## src/rtl/alu_seq.sv

```systemverilog
// alu_seq: handshaked ALU; 1-cycle logic/arith/shift, iterative mul and div/rem.
// Define ALU_SEQ_DIV_EN to build the divider; otherwise div/rem are illegal opcodes.
module alu_seq #(
  parameter int WIDTH = 32,
  localparam int SHW = $clog2(WIDTH)
) (
  input  logic             clk,
  input  logic             reset,
  input  logic             in_valid,
  output logic             in_ready,
  input  logic [WIDTH-1:0] in1,
  input  logic [WIDTH-1:0] in2,
  input  logic [3:0]       ALUControl,
  output logic             out_valid,
  input  logic             out_ready,
  output logic [WIDTH-1:0] res,
  output logic             zero,
  output logic             ovf,
  output logic             err,
  output logic             busy
);

  localparam int CW = $clog2(WIDTH + 1);
`ifdef ALU_SEQ_DIV_EN
  localparam int AW = WIDTH + 1;
`else
  localparam int AW = WIDTH;
`endif

  localparam logic [3:0] OP_AND  = 4'b0000;
  localparam logic [3:0] OP_OR   = 4'b0001;
  localparam logic [3:0] OP_ADD  = 4'b0010;
  localparam logic [3:0] OP_XOR  = 4'b0011;
  localparam logic [3:0] OP_SLL  = 4'b0100;
  localparam logic [3:0] OP_SRL  = 4'b0101;
  localparam logic [3:0] OP_SUB  = 4'b0110;
  localparam logic [3:0] OP_SLT  = 4'b0111;
  localparam logic [3:0] OP_SLTU = 4'b1000;
  localparam logic [3:0] OP_MUL  = 4'b1001;
  localparam logic [3:0] OP_NOR  = 4'b1100;
  localparam logic [3:0] OP_SRA  = 4'b1101;
`ifdef ALU_SEQ_DIV_EN
  localparam logic [3:0] OP_DIV  = 4'b1010;
  localparam logic [3:0] OP_REM  = 4'b1011;
`endif

  typedef enum logic [1:0] {
    IDLE = 2'd0,
    MUL  = 2'd1,
`ifdef ALU_SEQ_DIV_EN
    DIV  = 2'd2,
`endif
    DONE = 2'd3
  } state_e;

  state_e            state_q, state_d;
  logic [CW-1:0]     cnt_q, cnt_d;
  logic [AW-1:0]     a_q, a_d;
  logic [WIDTH-1:0]  b_q, b_d;
  logic [WIDTH-1:0]  c_q, c_d;
  logic [WIDTH-1:0]  res_q, res_d;
  logic              zero_q, zero_d;
  logic              ovf_q, ovf_d;
  logic              err_q, err_d;
  logic              ov_q, ov_d;

  logic [SHW-1:0]    sh;
  logic [WIDTH-1:0]  sum, dif, alu_r, mul_a, done_r;
  logic              alu_ovf, alu_err, is_mul, done_e;

`ifdef ALU_SEQ_DIV_EN
  logic              isdiv_q, isdiv_d;
  logic              isrem_q, isrem_d;
  logic              qneg_q, qneg_d;
  logic              rneg_q, rneg_d;
  logic              dz_q, dz_d;
  logic              is_div;
  logic [AW-1:0]     shl, sub, div_a;
  logic [WIDTH-1:0]  div_c;

  // Restoring step: sub[WIDTH] set means the trial subtraction went negative
  assign shl   = {a_q[WIDTH-1:0], c_q[WIDTH-1]};
  assign sub   = shl - {1'b0, b_q};
  assign div_a = sub[WIDTH] ? shl : sub;
  assign div_c = {c_q[WIDTH-2:0], ~sub[WIDTH]};
`endif

  assign sh    = in2[SHW-1:0];
  assign sum   = in1 + in2;
  assign dif   = in1 - in2;
  assign mul_a = a_q[WIDTH-1:0] + (c_q[0] ? b_q : '0);

  always_comb begin
    alu_r   = '0;
    alu_ovf = 1'b0;
    alu_err = 1'b0;
    is_mul  = 1'b0;
`ifdef ALU_SEQ_DIV_EN
    is_div  = 1'b0;
`endif
    unique case (ALUControl)
      OP_ADD: begin
        alu_r   = sum;
        alu_ovf = (in1[WIDTH-1] == in2[WIDTH-1]) && (sum[WIDTH-1] != in1[WIDTH-1]);
      end
      OP_SUB: begin
        alu_r   = dif;
        alu_ovf = (in1[WIDTH-1] != in2[WIDTH-1]) && (dif[WIDTH-1] != in1[WIDTH-1]);
      end
      OP_AND:  alu_r = in1 & in2;
      OP_OR:   alu_r = in1 | in2;
      OP_NOR:  alu_r = ~(in1 | in2);
      OP_XOR:  alu_r = in1 ^ in2;
      OP_SLT:  alu_r = {{(WIDTH-1){1'b0}}, ($signed(in1) < $signed(in2))};
      OP_SLTU: alu_r = {{(WIDTH-1){1'b0}}, (in1 < in2)};
      OP_SLL:  alu_r = in1 << sh;
      OP_SRL:  alu_r = in1 >> sh;
      OP_SRA:  alu_r = $signed(in1) >>> sh;
      OP_MUL:  is_mul = 1'b1;
`ifdef ALU_SEQ_DIV_EN
      OP_DIV, OP_REM: is_div = 1'b1;
`endif
      default: alu_err = 1'b1;
    endcase
  end

  always_comb begin
    state_d = state_q;
    cnt_d   = cnt_q;
    a_d     = a_q;
    b_d     = b_q;
    c_d     = c_q;
    res_d   = res_q;
    zero_d  = zero_q;
    ovf_d   = ovf_q;
    err_d   = err_q;
    ov_d    = ov_q && !out_ready;
    done_r  = mul_a;
    done_e  = 1'b0;
`ifdef ALU_SEQ_DIV_EN
    isdiv_d = isdiv_q;
    isrem_d = isrem_q;
    qneg_d  = qneg_q;
    rneg_d  = rneg_q;
    dz_d    = dz_q;
    // DONE retires the final step, so sign fix-up works on the step outputs
    if (isdiv_q) begin
      if (isrem_q)
        done_r = rneg_q ? -div_a[WIDTH-1:0] : div_a[WIDTH-1:0];
      else if (dz_q)
        done_r = '1;
      else
        done_r = qneg_q ? -div_c : div_c;
      done_e = dz_q;
    end
`endif
    unique case (state_q)
      IDLE: begin
        if (in_valid && in_ready) begin
          if (is_mul) begin
            state_d = MUL;
            cnt_d   = CW'(WIDTH);
            a_d     = '0;
            b_d     = in1;
            c_d     = in2;
`ifdef ALU_SEQ_DIV_EN
            isdiv_d = 1'b0;
`endif
          end
`ifdef ALU_SEQ_DIV_EN
          else if (is_div) begin
            state_d = DIV;
            cnt_d   = CW'(WIDTH);
            a_d     = '0;
            b_d     = in2[WIDTH-1] ? -in2 : in2;
            c_d     = in1[WIDTH-1] ? -in1 : in1;
            isdiv_d = 1'b1;
            isrem_d = (ALUControl == OP_REM);
            qneg_d  = in1[WIDTH-1] ^ in2[WIDTH-1];
            rneg_d  = in1[WIDTH-1];
            dz_d    = (in2 == '0);
          end
`endif
          else begin
            res_d  = alu_r;
            zero_d = (alu_r == '0);
            ovf_d  = alu_ovf;
            err_d  = alu_err;
            ov_d   = 1'b1;
          end
        end
      end
      MUL: begin
        a_d   = AW'(mul_a);
        b_d   = b_q << 1;
        c_d   = c_q >> 1;
        cnt_d = cnt_q - CW'(1);
        if (cnt_q == CW'(2)) state_d = DONE;
      end
`ifdef ALU_SEQ_DIV_EN
      DIV: begin
        a_d   = div_a;
        c_d   = div_c;
        cnt_d = cnt_q - CW'(1);
        if (cnt_q == CW'(2)) state_d = DONE;
      end
`endif
      DONE: begin
        res_d   = done_r;
        zero_d  = (done_r == '0);
        ovf_d   = 1'b0;
        err_d   = done_e;
        ov_d    = 1'b1;
        cnt_d   = '0;
        state_d = IDLE;
      end
      default: state_d = IDLE;
    endcase
  end

  always_ff @(posedge clk) begin
    if (reset) begin
      state_q <= IDLE;
      cnt_q   <= '0;
      a_q     <= '0;
      b_q     <= '0;
      c_q     <= '0;
      res_q   <= '0;
      zero_q  <= 1'b1;
      ovf_q   <= 1'b0;
      err_q   <= 1'b0;
      ov_q    <= 1'b0;
`ifdef ALU_SEQ_DIV_EN
      isdiv_q <= 1'b0;
      isrem_q <= 1'b0;
      qneg_q  <= 1'b0;
      rneg_q  <= 1'b0;
      dz_q    <= 1'b0;
`endif
    end else begin
      state_q <= state_d;
      cnt_q   <= cnt_d;
      a_q     <= a_d;
      b_q     <= b_d;
      c_q     <= c_d;
      res_q   <= res_d;
      zero_q  <= zero_d;
      ovf_q   <= ovf_d;
      err_q   <= err_d;
      ov_q    <= ov_d;
`ifdef ALU_SEQ_DIV_EN
      isdiv_q <= isdiv_d;
      isrem_q <= isrem_d;
      qneg_q  <= qneg_d;
      rneg_q  <= rneg_d;
      dz_q    <= dz_d;
`endif
    end
  end

  assign in_ready  = (state_q == IDLE) && (!ov_q || out_ready);
  assign out_valid = ov_q;
  assign res       = res_q;
  assign zero      = zero_q;
  assign ovf       = ovf_q;
  assign err       = err_q;
  assign busy      = (state_q != IDLE);

endmodule

```

## config.mk

```make
export PLATFORM = sky130hd
export DESIGN_NAME = alu_seq
export DESIGN_NICKNAME = d
export VERILOG_FILES = /design/src/rtl/alu_seq.sv
export SDC_FILE = /design/constraint.sdc
export NUM_CORES = 1
export LEC_CHECK = 0
export CAP_MARGIN = 20
export CORE_ASPECT_RATIO = 1.4
export CORE_MARGIN = 2
export CORE_UTILIZATION = 30
export CTS_CLUSTER_SIZE = 24
export DETAILED_ROUTE_END_ITERATION = 10
export PLACE_DENSITY = 0.54
export SYNTH_ARGS = -nofsm -noshare
export SYNTH_HDL_FRONTEND = slang
export SYNTH_SLANG_ARGS = --single-unit
```

## constraint.sdc

```tcl
create_clock -name clk -period 5.2 [get_ports clk]
set_input_delay 0.78 -clock clk [delete_from_list [all_inputs] [get_ports clk]]
set_output_delay 0.78 -clock clk [all_outputs]
set_load 0.02 [all_outputs]
```

==> impl_results.md <==
- Status: completed
- CP Max Fanout: 4
- DR vias: 20226
- Yosys top cell area share: 0.159
- Drt wl/cell: 27.9 um
- Register area share after synthesis: 0.159
- Gr ovfl total: 0
- Top-count cell post-synth: nor2_1
- Layout cells sized above 1: 0.151
- Routability Congestion: 1.02
- Clock-pin slew on the worst setup and hold paths: around 0.06 ns
- Area of the core: 58300 sq um
- Ports: 110
- Hold Path Class: flop to flop
- Fillers: 6211
- Clock Latency Late Sink: 0.47 ns
- Die Ht: 291 um
- TNS Setup: 0 ns
- RSZ-0062 raised after global routing: false
- IR drop worst, VDD: 0.225 mV
- Area leader, netlist: dfxtp_1
- Avg Inst Size Synth: about 7.5 sq um
- Inserted Clock Buffers: 17
- # Max-Cap Violations: 0
- Sw Ratio: 0.412
- P_int: 2610 uW
- Total of warnings raised by yosys: 0
- Synth area leaders: dfxtp_1 (16%), ha_1 (10%), mux2i_1 (6.3%), nor2_1 (5.6%), a21oi_1 (4.6%)
- Reg2Reg Launch Point: c_q[0]
- Final Max Slew Viols: 0
- Vias/cell: around 6.1
- Clock Path Buffers: 2
- First-pass GRT wire length: 134 mm
- Initial antenna violation count: 2
- Slew HR: 0.347
- CTS tree: yes
- Worst hold slack: 0.474 ns
- Final ANT Viol Nets: 0
- Aggregate global-route resource usage: 0.296
- Combinational Power Share: 0.460
- Post-synthesis cell area: 17600 sq um
- Hpwl dp: 72.3 mm
- Die Wd: 209 um
- Largest net degree at the start of global routing: 85
- Endpoints failing setup: 0
- CP Launch Type: input port
- Cell leakage power: 0.00854 uW
- Setup Skew: 0.0148 ns
- Syn Nets: 2573
- First-pass iteration count of the detailed router: 6
- Worst Setup Path Type: input port to flop
- Final wirelength: 91.7 mm
- Top cells by count, synth: nor2_1 (261), nand2_1 (208), a21oi_1 (163)
- Area grow syn2layout: 21.3%
- Ys async rst share: 0
- # H-tree levels: 4
- Die area: 60700 sq um
- # hold bufs at CTS: 0
- Initial DRC Count: 1985
- Clock Tree Root: clkbuf_16
- HP Start: a_q[23]
- Row count: approximately 110
- Seq pwr share: 0.267
- Dominant register cell in the synthesized netlist: dfxtp_1
- PD cells: between 200 and 250 nW/um^2
- # DRC: 0
- Storage cell area: between 2000 and 3000 sq um
- Crit share post-route: 0.945
- Clock Power Share: 0.273
- Starting Density: 0.302
- Sw Pwr: 1830 uW
- Critical Path AT: 5.24 ns
- Crit. Startpoint: in1[0]
- CTS Sinks: 140
- Netlist cell types: 90
- Slew @ Worst Pin: 0.974 ns
- Multi-input gate area: 13700 sq um
- Max Fclk: 0.203 GHz
- CTS resizes: 0
- Fin crit period: 4.91 ns
- EDFF count, synth: 0
- Post-CTS Setup Inserts: 0
- Port Buf Inserts: 109
- Worst Path Required: 5.52 ns
- Worst Setup End Kind: flop
- Vias in the first global route: 20025
- Nets@finish: 2746
- Mapped Cells: around 2400
- FF+latch count, synth: 140
- Final hold violation count: 0
[cell type report]
type,instances,area share
Multi-Input combinational cell,1911,0.639
Timing Repair Buffer,352,0.142
Sequential cell,140,0.131
Tap cell,749,0.0439
Clock buffer,21,0.0215
Inverter,108,0.0190
Clock inverter,7,0.00328
Antenna cell,1,0.000117
[per-stage QoR]
step                      setup WS, ns  total power, uW  std cells   util  cell area (sq um)
after global placement         -0.0689             3200       3260  0.357              20800
after detailed placement       -0.0657             3200       3260  0.357              20800
after CTS                        0.412             4420       3288  0.366              21400
after floorplan                  0.253             2310       2357      -              17600
final                            0.286             4430       3289  0.366              21400
after global routing             0.145             4610       3288  0.366              21400
[placed cells by master, fill, tap and decap left out, types with 37 or more instances in the layout]
master and n:
and2_1 42, nand2_1 207, nor3_1 37, ha_1 140, mux2_2 39, a21oi_1 162, nor2_1 261, inv_1 102
mux2i_1 111, o21ai_0 98, buf_4 234, dfxtp_1 140, clkdlybuf4s50_1 105, a211oi_1 103, nand3_1 69
[flip-flops by register name, summed over array words and instances, names as in the netlist]
name	count
b_q	32
res	32
c_q	32
a_q	32
zero	1
out_valid	1
state_q	2
err	1
cnt_q	6
ovf	1
[worst paths after layout]
path | endpoint | slack [ns] | cells after the start
worst max-delay path | res[24] | 0.29 | 18
worst min-delay path | a_q[23] | 0.47 | 2
worst max register to register | zero | 0.59 | 16
worst min register to register | a_q[23] | 0.47 | 2
[metal layers]
metal,vias up,share of wire,global-route usage
met3,259,0.060,0.0403
met4,4,0.070,0.190
met5,-,0.00025,0
met2,934,0.48,0.512
li1,9146,-,-
met1,9883,0.39,0.340
[worst max-delay path, cell delays in order]
cell and delay, ns:
clkdlybuf4s50_1 0.43, ha_1 0.25, fa_1 0.45, a211oi_1 0.36, o211ai_1 0.19, a221oi_1 0.29
buf_4 0.20, o21ai_0 0.09, buf_4 0.16, a211oi_1 0.33, buf_4 0.20, o21ai_0 0.12
a211o_1 0.33, a2111oi_0 0.45, buf_4 0.19, nor2_1 0.09, a221oi_1 0.26, nor2_1 0.06
[power by group through the flow]
stage	sequential [uW]	clock [uW]	combinational (uW)
final	1180	1210	2040
after global routing	1190	1270	2150
after CTS	1180	1230	2000
after detailed placement	1210	0	2000
after global placement	1210	0	1990
after floorplan	1220	0	1090
[logic make-up after synthesis]
group / share of synthesized area
compound gates: 0.294
xor+xnor: 0.0244
fa+ha+maj: 0.104
buf+inv: 0.0705
flops: 0.159
mux: 0.137
simple gates: 0.211
(Power assumes the default switching activity.)
